$ cat config.mk
export PLATFORM = sky130hd
export DESIGN_NAME = rx_sipo_sampler
export DESIGN_NICKNAME = d
export VERILOG_FILES = /design/src/rtl/rx_sipo_sampler.sv
export SDC_FILE = /design/constraint.sdc
export NUM_CORES = 1
export LEC_CHECK = 0
export BUFFER_PORTS_ARGS = -buffer_cell sky130_fd_sc_hd__clkbuf_2
export CAP_MARGIN = 20
export CORE_AREA = 4 4 60 62
export CTS_CLUSTER_DIAMETER = 60
export DETAILED_ROUTE_END_ITERATION = 7
export DIE_AREA = 0 0 64 66
export PLACE_DENSITY = 0.79
export RECOVER_POWER = 100
export SLEW_MARGIN = 20
export SYNTH_ARGS = -nofsm -noshare
export SYNTH_HDL_FRONTEND = slang
export SYNTH_SLANG_ARGS = --single-unit
$ cat constraint.sdc
create_clock -name clk -period 5.6 [get_ports clk]
set_input_delay 0 -clock clk [delete_from_list [all_inputs] [get_ports clk]]
set_output_delay 0 -clock clk [all_outputs]
set_load 0.03 [all_outputs]
$ cat src/rtl/rx_sipo_sampler.sv
// ============================================================================
//  Module      : rx_sipo_sampler
//  Description : UART receive front end. Synchronises the raw serial line,
//                detects the start bit, samples every bit at mid-period using
//                an oversampling baud tick, shifts the frame LSB-first into a
//                parallel register and pulses frame_ready once per frame.
//                Stop and parity bits are delivered unchecked.
//
//  Optional    : RX_MAJORITY_VOTE_EN
//                  defined   - each bit is the majority of three samples
//                              around the nominal sample point
//                  undefined - single sample at the nominal sample point
//
//  Parameters  : OVERSAMPLE  baud_tick pulses per bit (even, >= 4)
//                FRAME_BITS  bits per frame including start and stop
//
//  Ports       : clk             system clock
//                rst_n           asynchronous active-low reset
//                rx_serial       raw serial line, idle high
//                baud_tick       one-clk pulse at OVERSAMPLE x baud rate
//                rx_enable       receiver enable, low forces IDLE
//                frame_parallel  assembled frame, bit0 = start
//                frame_ready     one-clk pulse, frame_parallel valid
//                rx_busy         high whenever the receiver is not IDLE
//                start_glitch    one-clk pulse on a rejected false start
//
//  Revision    : 1.0  initial release
// ============================================================================
`default_nettype none

module rx_sipo_sampler #(
    parameter int OVERSAMPLE = 16,
    parameter int FRAME_BITS = 11
) (
    input  logic                  clk,
    input  logic                  rst_n,
    input  logic                  rx_serial,
    input  logic                  baud_tick,
    input  logic                  rx_enable,
    output logic [FRAME_BITS-1:0] frame_parallel,
    output logic                  frame_ready,
    output logic                  rx_busy,
    output logic                  start_glitch
);

    localparam int CW = (OVERSAMPLE > 2) ? $clog2(OVERSAMPLE) : 1;
    localparam int BW = (FRAME_BITS > 2) ? $clog2(FRAME_BITS) : 1;

    localparam logic [1:0] S_IDLE  = 2'd0;
    localparam logic [1:0] S_START = 2'd1;
    localparam logic [1:0] S_SHIFT = 2'd2;
    localparam logic [1:0] S_STOP  = 2'd3;

    // Counter values at which a bit decision is taken. With voting the
    // decision is one tick after the nominal centre, because the third vote
    // sample lands there. The following bit period is still OVERSAMPLE
    // ticks, so the vote windows stay centred on every later bit.
`ifdef RX_MAJORITY_VOTE_EN
    localparam logic [CW-1:0] c_start_v0  = CW'(OVERSAMPLE/2 - 2);
    localparam logic [CW-1:0] c_start_v1  = CW'(OVERSAMPLE/2 - 1);
    localparam logic [CW-1:0] c_start_dec = CW'(OVERSAMPLE/2);
    localparam logic [CW-1:0] c_bit_v0    = CW'(OVERSAMPLE - 3);
    localparam logic [CW-1:0] c_bit_v1    = CW'(OVERSAMPLE - 2);
`else
    localparam logic [CW-1:0] c_start_dec = CW'(OVERSAMPLE/2 - 1);
`endif
    localparam logic [CW-1:0] c_bit_dec   = CW'(OVERSAMPLE - 1);
    localparam logic [BW-1:0] c_last_data = BW'(FRAME_BITS - 2);

    // ------------------------------------------------------------------
    // Input synchroniser (idle-high reset so no false start after reset)
    // ------------------------------------------------------------------
    logic r_sync1;
    logic r_sync2;
    logic w_rx_s;

    always_ff @(posedge clk or negedge rst_n) begin
        if (!rst_n) begin
            r_sync1 <= 1'b1;
            r_sync2 <= 1'b1;
        end else begin
            r_sync1 <= rx_serial;
            r_sync2 <= r_sync1;
        end
    end

    assign w_rx_s = r_sync2;

    // ------------------------------------------------------------------
    // State and datapath registers
    // ------------------------------------------------------------------
    logic [1:0]            r_state;
    logic [1:0]            w_state_next;
    logic [CW-1:0]         r_cnt;
    logic [BW-1:0]         r_bit_idx;
    // Upper FRAME_BITS-1 bits of the conceptual shift register. The lowest
    // conceptual bit is always shifted out before anyone reads it, so it is
    // not stored; the complete frame is formed on the final shift.
    logic [FRAME_BITS-2:0] r_shreg;
    logic [FRAME_BITS-1:0] w_frame_next;

    logic                  w_bit_value;
    logic                  w_start_dec;
    logic                  w_bit_dec;
    logic                  w_shift_en;
    logic                  w_frame_done;
    logic                  w_glitch;
    logic                  w_busy_next;

    assign w_start_dec = baud_tick && (r_state == S_START) && (r_cnt == c_start_dec);
    assign w_bit_dec   = baud_tick && ((r_state == S_SHIFT) || (r_state == S_STOP))
                         && (r_cnt == c_bit_dec);

    // ------------------------------------------------------------------
    // Bit value: single sample or three-sample majority
    // ------------------------------------------------------------------
`ifdef RX_MAJORITY_VOTE_EN
    logic r_vote0;
    logic r_vote1;

    always_ff @(posedge clk or negedge rst_n) begin
        if (!rst_n) begin
            r_vote0 <= 1'b1;
            r_vote1 <= 1'b1;
        end else if (baud_tick) begin
            if (((r_state == S_START) && (r_cnt == c_start_v0)) ||
                (((r_state == S_SHIFT) || (r_state == S_STOP)) && (r_cnt == c_bit_v0))) begin
                r_vote0 <= w_rx_s;
            end
            if (((r_state == S_START) && (r_cnt == c_start_v1)) ||
                (((r_state == S_SHIFT) || (r_state == S_STOP)) && (r_cnt == c_bit_v1))) begin
                r_vote1 <= w_rx_s;
            end
        end
    end

    assign w_bit_value = (r_vote0 & r_vote1) | (r_vote0 & w_rx_s) | (r_vote1 & w_rx_s);
`else
    assign w_bit_value = w_rx_s;
`endif

    assign w_frame_next = {w_bit_value, r_shreg};

    // ------------------------------------------------------------------
    // FSM: state register
    // ------------------------------------------------------------------
    always_ff @(posedge clk or negedge rst_n) begin
        if (!rst_n) begin
            r_state <= S_IDLE;
        end else begin
            r_state <= w_state_next;
        end
    end

    // ------------------------------------------------------------------
    // FSM: next-state logic (disable overrides any coincident tick)
    // ------------------------------------------------------------------
    always_comb begin
        w_state_next = r_state;
        if (!rx_enable) begin
            w_state_next = S_IDLE;
        end else begin
            case (r_state)
                S_IDLE: begin
                    if (baud_tick && !w_rx_s) begin
                        w_state_next = S_START;
                    end
                end
                S_START: begin
                    if (w_start_dec) begin
                        w_state_next = w_bit_value ? S_IDLE : S_SHIFT;
                    end
                end
                S_SHIFT: begin
                    if (w_bit_dec && (r_bit_idx == c_last_data)) begin
                        w_state_next = S_STOP;
                    end
                end
                S_STOP: begin
                    // Leave at mid-stop-bit so a back-to-back start is seen.
                    if (w_bit_dec) begin
                        w_state_next = S_IDLE;
                    end
                end
                default: w_state_next = S_IDLE;
            endcase
        end
    end

    // ------------------------------------------------------------------
    // FSM: output decode
    // ------------------------------------------------------------------
    always_comb begin
        w_frame_done = 1'b0;
        w_glitch     = 1'b0;
        w_shift_en   = 1'b0;
        w_busy_next  = (w_state_next != S_IDLE);
        if (rx_enable) begin
            w_frame_done = (r_state == S_STOP) && w_bit_dec;
            w_glitch     = w_start_dec && w_bit_value;
            w_shift_en   = (w_start_dec && !w_bit_value) || w_bit_dec;
        end
    end

    // ------------------------------------------------------------------
    // Tick counter, bit counter and shift register
    // ------------------------------------------------------------------
    always_ff @(posedge clk or negedge rst_n) begin
        if (!rst_n) begin
            r_cnt     <= '0;
            r_bit_idx <= '0;
        end else if (!rx_enable) begin
            r_cnt     <= '0;
            r_bit_idx <= '0;
        end else if (baud_tick) begin
            case (r_state)
                S_IDLE: begin
                    r_cnt     <= '0;
                    r_bit_idx <= '0;
                end
                S_START: begin
                    if (w_start_dec) begin
                        r_cnt     <= '0;
                        r_bit_idx <= w_bit_value ? '0 : BW'(1);
                    end else begin
                        r_cnt <= r_cnt + CW'(1);
                    end
                end
                S_SHIFT: begin
                    if (w_bit_dec) begin
                        r_cnt     <= '0;
                        r_bit_idx <= r_bit_idx + BW'(1);
                    end else begin
                        r_cnt <= r_cnt + CW'(1);
                    end
                end
                S_STOP: begin
                    if (w_bit_dec) begin
                        r_cnt     <= '0;
                        r_bit_idx <= '0;
                    end else begin
                        r_cnt <= r_cnt + CW'(1);
                    end
                end
                default: begin
                    r_cnt     <= '0;
                    r_bit_idx <= '0;
                end
            endcase
        end
    end

    always_ff @(posedge clk or negedge rst_n) begin
        if (!rst_n) begin
            r_shreg <= '0;
        end else if (w_shift_en) begin
            r_shreg <= w_frame_next[FRAME_BITS-1:1];
        end
    end

    // ------------------------------------------------------------------
    // Registered outputs
    // ------------------------------------------------------------------
    logic [FRAME_BITS-1:0] r_frame_parallel;
    logic                  r_frame_ready;
    logic                  r_busy;
    logic                  r_start_glitch;

    always_ff @(posedge clk or negedge rst_n) begin
        if (!rst_n) begin
            r_frame_parallel <= '0;
            r_frame_ready    <= 1'b0;
            r_busy           <= 1'b0;
            r_start_glitch   <= 1'b0;
        end else begin
            r_frame_ready  <= w_frame_done;
            r_start_glitch <= w_glitch;
            r_busy         <= w_busy_next;
            if (w_frame_done) begin
                r_frame_parallel <= w_frame_next;
            end
        end
    end

    assign frame_parallel = r_frame_parallel;
    assign frame_ready    = r_frame_ready;
    assign rx_busy        = r_busy;
    assign start_glitch   = r_start_glitch;

endmodule

`default_nettype wire

After elaboration in Yosys (flattened, before gate mapping):

Index checks and enable logic that the tools add are counted.

* register bits after elaboration: 36
* output and inout bits: 14
* word-level logic and storage cells: 60

* $add $sub $neg: 2
* eq/ne operators: 10
* mux-type cells: 22
* reduce and logical (&&, ||, !) cells: 16

Operator list (number)
* $mux 4: 9
* $pmux 4 s4: 1
* $mux 2: 6
* $pmux 4 s3: 1
* $logic_and 1x1->1: 9
* $ne 3x3->1 const B: 3
* $add 4x1->4 const B: 2
* $eq 4x4->1 const B: 2
* $pmux 2 s4: 1
* $eq 2x2->1 const B: 2
* $eq 4x3->1 const B: 1
* $mux 1: 4
* $reduce_and 4->1: 1
* $eq 2x1->1 const B: 1
* $logic_not 2->1: 1
* $logic_or 1x1->1: 2
* $ne 2x2->1 const B: 1
* $reduce_bool 2->1: 1
* $reduce_or 2->1: 1
* $logic_not 1->1: 1

Longest topological paths before layout:

Gate-level depths: netlist of run 1.

* word-level depth: 9
* depth in mapped cells: 7
* depth with buffers taken out: 6

Least setup slack after synthesis of run 1:

Ideal clock, no wire load.

* kind: reg2reg
* start point: reg r_state[0]
* end point: reg r_frame_parallel[0], in the netlist frame_parallel[0]
* arrival: 1.704 ns
* required time: 5.475 ns
* path slack: 3.771 ns
* stages on the path, launching flop included: 8
* period minus slack after synthesis: 1.829 ns
* path through: dfrtp_1 inv_1 ha_1 or2_4 nor2b_4 and3_4 buf_12 mux2_4

* word-level cells in the longest chain between the ends: 6
* elaborated cells between the ends (all ways): 7
* those cells by class: eq/ne (2); mux (1); reduce/logical (4)

Ends and longest elaborated chain
* start: declaration: RTL line 92 `logic [1:0] r_state;`
* start signal: assignment: RTL line 151 `r_state <= w_state_next;`
* $eq 2x2->1 (on tied branches): RTL line 111, 199
* $logic_or 1x1->1: RTL line 111 `assign w_bit_dec = baud_tick && ((r_state == S_SHIFT) || (r_state == S_STOP))`
* $logic_and 1x1->1: RTL line 111
* $logic_and 1x1->1: RTL line 112 `&& (r_cnt == c_bit_dec);`
* $logic_and 1x1->1 *: RTL line 199 `w_frame_done = (r_state == S_STOP) && w_bit_dec;`
* $mux 1 *: RTL line 198 `if (rx_enable) begin`
* via w_frame_done: RTL line 106 `logic w_frame_done;`
* end signal: assignment: RTL line 280 `r_frame_parallel <= w_frame_next;`
* end: declaration: RTL line 264 `logic [FRAME_BITS-1:0] r_frame_parallel;`

Mark *: on every way through the listed nets, which the timed path passes. The rest lies on a longest branch.
A chain may end at the register's enable or synchronous reset.

Worst setup path in the final report of run 1:

* start point: reg r_state[0]
* end point: reg r_shreg[8]

* word-level cells in the longest chain between the ends: 6
* elaborated cells between the ends (all ways): 11
* those cells by class: eq/ne (3); mux (1); reduce/logical (7)

Ends and longest elaborated chain
* $eq 2x1->1 / $eq 2x2->1 (equally long branches): RTL line 110, 111
* $logic_and 1x1->1 / $logic_or 1x1->1 (equally long branches): RTL line 110, 111
* $logic_and 1x1->1 (on tied branches): RTL line 110, 111
* $logic_and 1x1->1 (on tied branches): RTL line 201, 112
* $logic_or 1x1->1 *: RTL line 201 `w_shift_en = (w_start_dec && !w_bit_value) || w_bit_dec;`
* $mux 1 *: RTL line 198
* end signal: assignment: RTL line 257 `r_shreg <= w_frame_next[FRAME_BITS-1:1];`
* end: declaration: RTL line 99 `logic [FRAME_BITS-2:0] r_shreg;`

Every way passes the cells marked *; elsewhere a longest branch is shown, timed or not.

==> results.json, run 1 <==
{
  "ys_seq_area_share_pct": 50.24,
  "cp_cell_sequence": "inv_1 > ha_1 > or2_0 > nor2b_1 > o21ai_0 > mux2_2",
  "fin_skew_ns": 0.01152,
  "core_region_area_um2": 3028,
  "leakagePower_nw": 0.9104,
  "final_common_cell": "dfrtp_1",
  "async_flop_share_pct": 100.0,
  "portBuffers": 18,
  "start_util_pct": 59.38,
  "ir_worst_vdd_mv": 0.1570,
  "period_share_pct": 49.94,
  "final_cell_mix": "dfrtp_1, clkbuf_1, mux2_2",
  "vias": 1226,
  "critPathMaxStageDelay_ns": 0.93,
  "worstMarginPinSlew_ns": 1.862,
  "synth_cells": 144,
  "max_cap_viol_count": 1,
  "multiInputGateArea_um2": 765.7,
  "drt_first_pass_iters": 4,
  "grt_usage_pct": 17.71,
  "postSynthAreaPerCell_um2": 12.49,
  "post_drt_via_cell_ratio": 5.783,
  "ctsRootBufferMaster": "clkbuf_4",
  "grt_pass1_wl_um": 5796,
  "cts_buffers": 5,
  "die_area_um2": 4224,
  "ant_nets": 0,
  "placed_cell_area_um2": 1901,
  "finalWorstSetupSlack_ns": 2.803,
  "hold_violations": 0,
  "drive_gt1_share_pct": 16.07,
  "setup_viol": 0,
  "clk_pin_slew_ns": 0.11,
  "clk_latency_ns": 0.35,
  "synth_edf_count": 0,
  "outcome": "complete, but fails checks",
  "fillers": 262,
  "grt_pass1_vias": 1303,
  "clockBufferDepth": 2,
  "areaGrowthSynthToFinish_pct": 6.889,
  "maxSlewHeadroom_pct": -24.14,
  "worstSetupStartpointType": "register",
  "report.final.slew_viol_count": 37,
  "regArea_um2": 903.4,
  "hold_ws_ns": 0.03901,
  "synth.ff_latch_count": 36,
  "failed_checks": "capacitance limit, slew limit",
  "antenna_found_initial": 0,
  "p_total_mw": 0.4726,
  "syn-num-nets": 156,
  "crit_path_end_kind": "register",
  "post_cts_resized": 0,
  "cp_data_arrival_time_ns": 3.03,
  "dp_hpwl_um": 2263,
  "setup_tns_ns": 0,
  "gp_congestion": 0.8692,
  "drt_iter0_markers": 87,
  "fmax_mhz": 357.6,
  "cp_top_family": "compound AO/OA/AOI/OAI gates",
  "fin_util_pct": 63.47,
  "antennaDiodeCount": 0,
  "path_max_fanout": 9,
  "grt_start_max_net_pins": 37,
  "overflow": 0,
  "crit_path_top_delay_cell": "o21ai_0",
  "fin_cells": 212,
  "wl_per_cell_um": 15.17,
  "path_class": "reg2reg",
  "yosysUniqueCellTypes": 41,
  "htree_levels": 2,
  "cp.required_ns": 5.83,
  "fin_area_um2": 1922,
  "num_io_pins": 19,
  "finalCriticalPeriod_ns": 2.797,
  "cts.sinks": 36,
  "placedCellCount": 202,
  "drt-total-wl_um": 3217,
  "cts_tree": "built",
  "synthFlopType": "dfrtp_1",
  "die_w_um": 64,
  "yosysWarningCount": 0,
  "die_h_um": 66,
  "row_count": 20,
  "drc_errors": 0,
  "hold_class": "in2reg",
  "powerDensity_nw_per_um2": 245.9,
  "netlist_area_um2": 1798,
  "post_cts.repair.setup_buffers": 0,
  "pre_cts_ws_ns": 3.604,
  "rsz0062_at_grt": "false",
  "worst-path-buf-inv": 1,
  "fin_nets": 179
}
==> cell usage after synthesis (2+ instances only) <==
master / instances / area [µm²]
dfrtp_1: 34 / 850.8
mux2_2: 11 / 123.9
mux2_4: 9 / 135.1
ha_1: 7 / 87.58
inv_1: 7 / 26.28
nand2_1: 7 / 26.28
nor3_1: 7 / 35.03
nor2_1: 6 / 22.52
nand2b_1: 5 / 31.28
a21oi_1: 4 / 20.02
o21ai_0: 4 / 20.02
buf_4: 3 / 22.52
mux2i_1: 3 / 30.03
nor4_1: 3 / 18.77
a21o_1: 2 / 15.01
a221oi_1: 2 / 17.52
dfstp_2: 2 / 52.55
nand3_1: 2 / 10.01
nand4b_1: 2 / 17.52
o21a_1: 2 / 15.01
o31a_1: 2 / 17.52
==> timing repair <==
action                                  CTS  global route
hold buffers                              2             0
endpoints found under the setup margin    0             0
hold endpoints to repair                 35             0
==> path summary, 6_finish.rpt <==
path	start	end	slack [ns]	cells past startpoint
min in group asynchronous	rst_n	r_shreg[9]	0.69	2
worst max register to register	r_state[0]	r_shreg[8]	2.80	6
worst min-delay path	rx_enable	r_bit_idx[0]	0.04	3
worst max-delay path	r_state[0]	r_shreg[8]	2.80	6
worst min register to register	r_sync1	r_sync2	0.36	0
max in group asynchronous	rst_n	r_cnt[1]	3.84	2
==> cell families after synthesis <==
kind of cell	count (synthesis)	share of synthesized area [%]
multiplexers	23	16.08
AND/OR/NAND/NOR	40	13.50
flip-flops	36	50.24
AO/OA/AOI/OAI	27	11.48
adder cells (fa/ha/maj)	7	4.871
buffers and inverters	11	3.828
==> sequential cells by signal, summed over array words and instances (netlist names) <==
name / cells
start_glitch: 1
frame_ready: 1
r_sync1: 1
r_shreg: 10
rx_busy: 1
r_state: 2
r_bit_idx: 4
r_sync2: 1
frame_parallel: 11
r_cnt: 4
==> power by group <==
group	internal, mW	switching (mW)	total (mW)
logic	0.00788	0.0191	0.0270
clock network	0.0930	0.0887	0.182
registers	0.262	0.00161	0.264
==> per-layer routing <==
| layer | track usage, % | share of wire, % | vias up |
|---|---|---|---|
| met5 | 0 | 0 | - |
| met4 | 9.164 | 1.1 | 0 |
| met3 | 4.252 | 5.9 | 4 |
| met2 | 29.81 | 48 | 39 |
| met1 | 20.99 | 45 | 613 |
| li1 | - | - | 570 |
==> final cells by class <==
class                   count  area share, %
well taps                  44          2.865
repair buffers             20          4.753
multi-input cells          97          39.84
clock buffers               5          1.953
inverters                   7          1.367
flip-flops and latches     36          47.01
clock inverters             3          2.214
==> tightest hold or removal path: stages <==
cell and delay, ns:
clkbuf_2 0.19, nand2_1 0.10, mux2i_1 0.06
No activity file was read; power rests on OpenSTA's default activity.
==> inputs of run 2 (changes only) <==
--- a/config.mk
+++ b/config.mk
@@ -7,11 +7,11 @@
 export LEC_CHECK = 0
 export BUFFER_PORTS_ARGS = -buffer_cell sky130_fd_sc_hd__clkbuf_2
 export CAP_MARGIN = 20
-export CORE_AREA = 4 4 60 62
+export CORE_AREA = 4 4 64 66
 export CTS_CLUSTER_DIAMETER = 60
 export DETAILED_ROUTE_END_ITERATION = 7
-export DIE_AREA = 0 0 64 66
-export PLACE_DENSITY = 0.79
+export DIE_AREA = 0 0 68 70
+export PLACE_DENSITY = 0.73
 export RECOVER_POWER = 100
 export SLEW_MARGIN = 20
 export SYNTH_ARGS = -nofsm -noshare
==> constraint.sdc (replaced) <==
create_clock -name clk -period 2.53 [get_ports clk]
set_input_delay 0 -clock clk [delete_from_list [all_inputs] [get_ports clk]]
set_output_delay 0 -clock clk [all_outputs]
set_load 0.03 [all_outputs]
==> run 2 against run 1 <==
The run still ends with capacitance limit, slew limit left. Register-to-register slack worse by 2.4 ns. Combinational power up 120%. Clock skew down 0.0017 ns. Total power up 100%. Maximum frequency up 30%. Utilization down 9.7 points. Global-route usage down 0.96 points. Hold slack better by 0.0097 ns. Die area up 13%. Clock power up 67%. Largest cell class unchanged.
==> results.json, run 2 (same netlist as run 1, synthesis figures left out) <==
{
  "post_cts_resized": 0,
  "dp_hpwl_um": 2477,
  "final_common_cell": "dfrtp_1",
  "grt_usage_pct": 16.75,
  "antennaDiodeCount": 0,
  "num_io_pins": 19,
  "failed_checks": "capacitance limit, slew limit",
  "cp.required_ns": 2.77,
  "finalCriticalPeriod_ns": 2.155,
  "pwr-share-seq_pct": 61.6,
  "row_count": 22,
  "drive_gt1_share_pct": 18.45,
  "setup_tns_ns": 0,
  "path_class": "reg2reg",
  "placed_cell_area_um2": 1906,
  "grt_start_max_net_pins": 37,
  "clk_latency_ns": 0.34,
  "hold_ws_ns": 0.04871,
  "report.final.slew_viol_count": 37,
  "clockBufferDepth": 2,
  "clkPwrFrac_pct": 32.1,
  "fillers": 335,
  "crit_path_end_kind": "register",
  "p_comb_share_pct": 6.3,
  "grt_pass1_vias": 1297,
  "vias": 1214,
  "worstMarginPinSlew_ns": 1.850,
  "start_util_pct": 50.24,
  "ctsRootBufferMaster": "clkbuf_4",
  "die_h_um": 70,
  "core_region_area_um2": 3578,
  "fin_area_um2": 1923,
  "largest_reg_flops": 11,
  "htree_levels": 2,
  "clk_pin_slew_ns": 0.12,
  "die_w_um": 68,
  "gp_congestion": 0.9134,
  "portBuffers": 18,
  "rsz0062_at_grt": "false",
  "fmax_mhz": 464.0,
  "ant_nets": 0,
  "cts_tree": "built",
  "regArea_um2": 903.4,
  "fin_nets": 179,
  "drt-total-wl_um": 3357,
  "period_share_pct": 85.19,
  "worstSetupStartpointType": "register",
  "drc_errors": 0,
  "die_area_um2": 4760,
  "leakagePower_nw": 0.9021,
  "setup_viol": 0,
  "wl_per_cell_um": 15.54,
  "areaGrowthSynthToFinish_pct": 6.959,
  "cts_buffers": 5,
  "final_cell_mix": "dfrtp_1, clkbuf_1, mux2_2",
  "drt_iter0_markers": 28,
  "outcome": "complete, but fails checks",
  "max_cap_viol_count": 1,
  "intPower_mw": 0.7049,
  "fin_skew_ns": 0.009813,
  "ir_worst_vdd_mv": 0.4242,
  "powerDensity_nw_per_um2": 493.1,
  "hold_violations": 0,
  "maxSlewHeadroom_pct": -23.31,
  "multiInputGateArea_um2": 785.8,
  "drt_first_pass_iters": 4,
  "switching_share_pct": 25.66,
  "p_sw_mw": 0.2433,
  "cts.sinks": 36,
  "antenna_found_initial": 0,
  "overflow": 0,
  "grt_pass1_wl_um": 6037,
  "post_drt_via_cell_ratio": 5.620,
  "hold_class": "in2reg",
  "path_max_fanout": 9,
  "cp_data_arrival_time_ns": 2.40
}
-- run 2: changes by cell type in the layout (fill, tap and decap cells not counted), sizes merged --
cell      before  now
clkinvlp       1    0
bufinv         1    0
clkinv         1    3
-- run 2: metal layers --
metal / part of all wire [%] / global-route usage (%) / up-vias
met4: 1.7 / 6.623 / 0
li1: - / - / 573
met2: 50 / 26.77 / 41
met3: 5.3 / 4.984 / 7
met5: 0 / 0 / -
met1: 43 / 20.79 / 593
-- run 2: power groups by stage --
stage	clock, mW	combinational (mW)	sequential [mW]
global placement	0	0.0565	0.595
finish	0.304	0.0597	0.584
detailed placement	0	0.0588	0.595
global route	0.344	0.0679	0.585
CTS	0.320	0.0614	0.584
floorplan	0	0.0351	0.597
-- run 2: final cells by class --
class / instances / area share, %
inverter: 7 / 1.366
multi-input combinational: 97 / 40.86
sequential: 36 / 46.97
timing repair buffer: 20 / 4.750
clock buffer: 5 / 1.952
tap: 48 / 3.123
clock inverter: 3 / 0.9759
-- run 2: path summary, 6_finish.rpt --
kind / startpoint / to / slack [ns] / cells past startpoint
worst max-delay path: r_state[0] / r_shreg[4] / 0.37 / 6
worst min-delay path: rx_enable / r_state[1] / 0.05 / 3
worst max register to register: r_state[0] / r_shreg[4] / 0.37 / 6
worst min register to register: r_sync1 / r_sync2 / 0.37 / 0
max in group asynchronous: rst_n / r_bit_idx[1] / 0.78 / 2
min in group asynchronous: rst_n / frame_parallel[6] / 0.68 / 2
-- run 2: worst max-delay path, cell delays in order, from the launching register on --
cell and delay (ns):
dfrtp_1 0.42, inv_1 0.08, ha_1 0.26, or2_0 0.32, nor2b_4 0.18, o21ai_2 0.40, mux2_2 0.39
-- run 2: what timing repair did --
action	CTS	global route
setup buffers	0	0
hold endpoints to repair	35	0
hold buffers	2	0
-- run 2: metrics by stage --
step | util, % | power [mW] | std cells | worst slack (ns)
6_report | 53.74 | 0.9482 | 216 | 0.3746
5_1_grt | 53.74 | 0.9968 | 216 | 0.2782
4_1_cts | 55.38 | 0.9657 | 216 | 0.5350
3_5_place_dp | 53.25 | 0.6541 | 206 | 0.5524
3_3_place_gp | 53.25 | 0.6515 | 206 | 0.6154
2_1_floorplan | - | 0.6322 | 144 | 0.7006
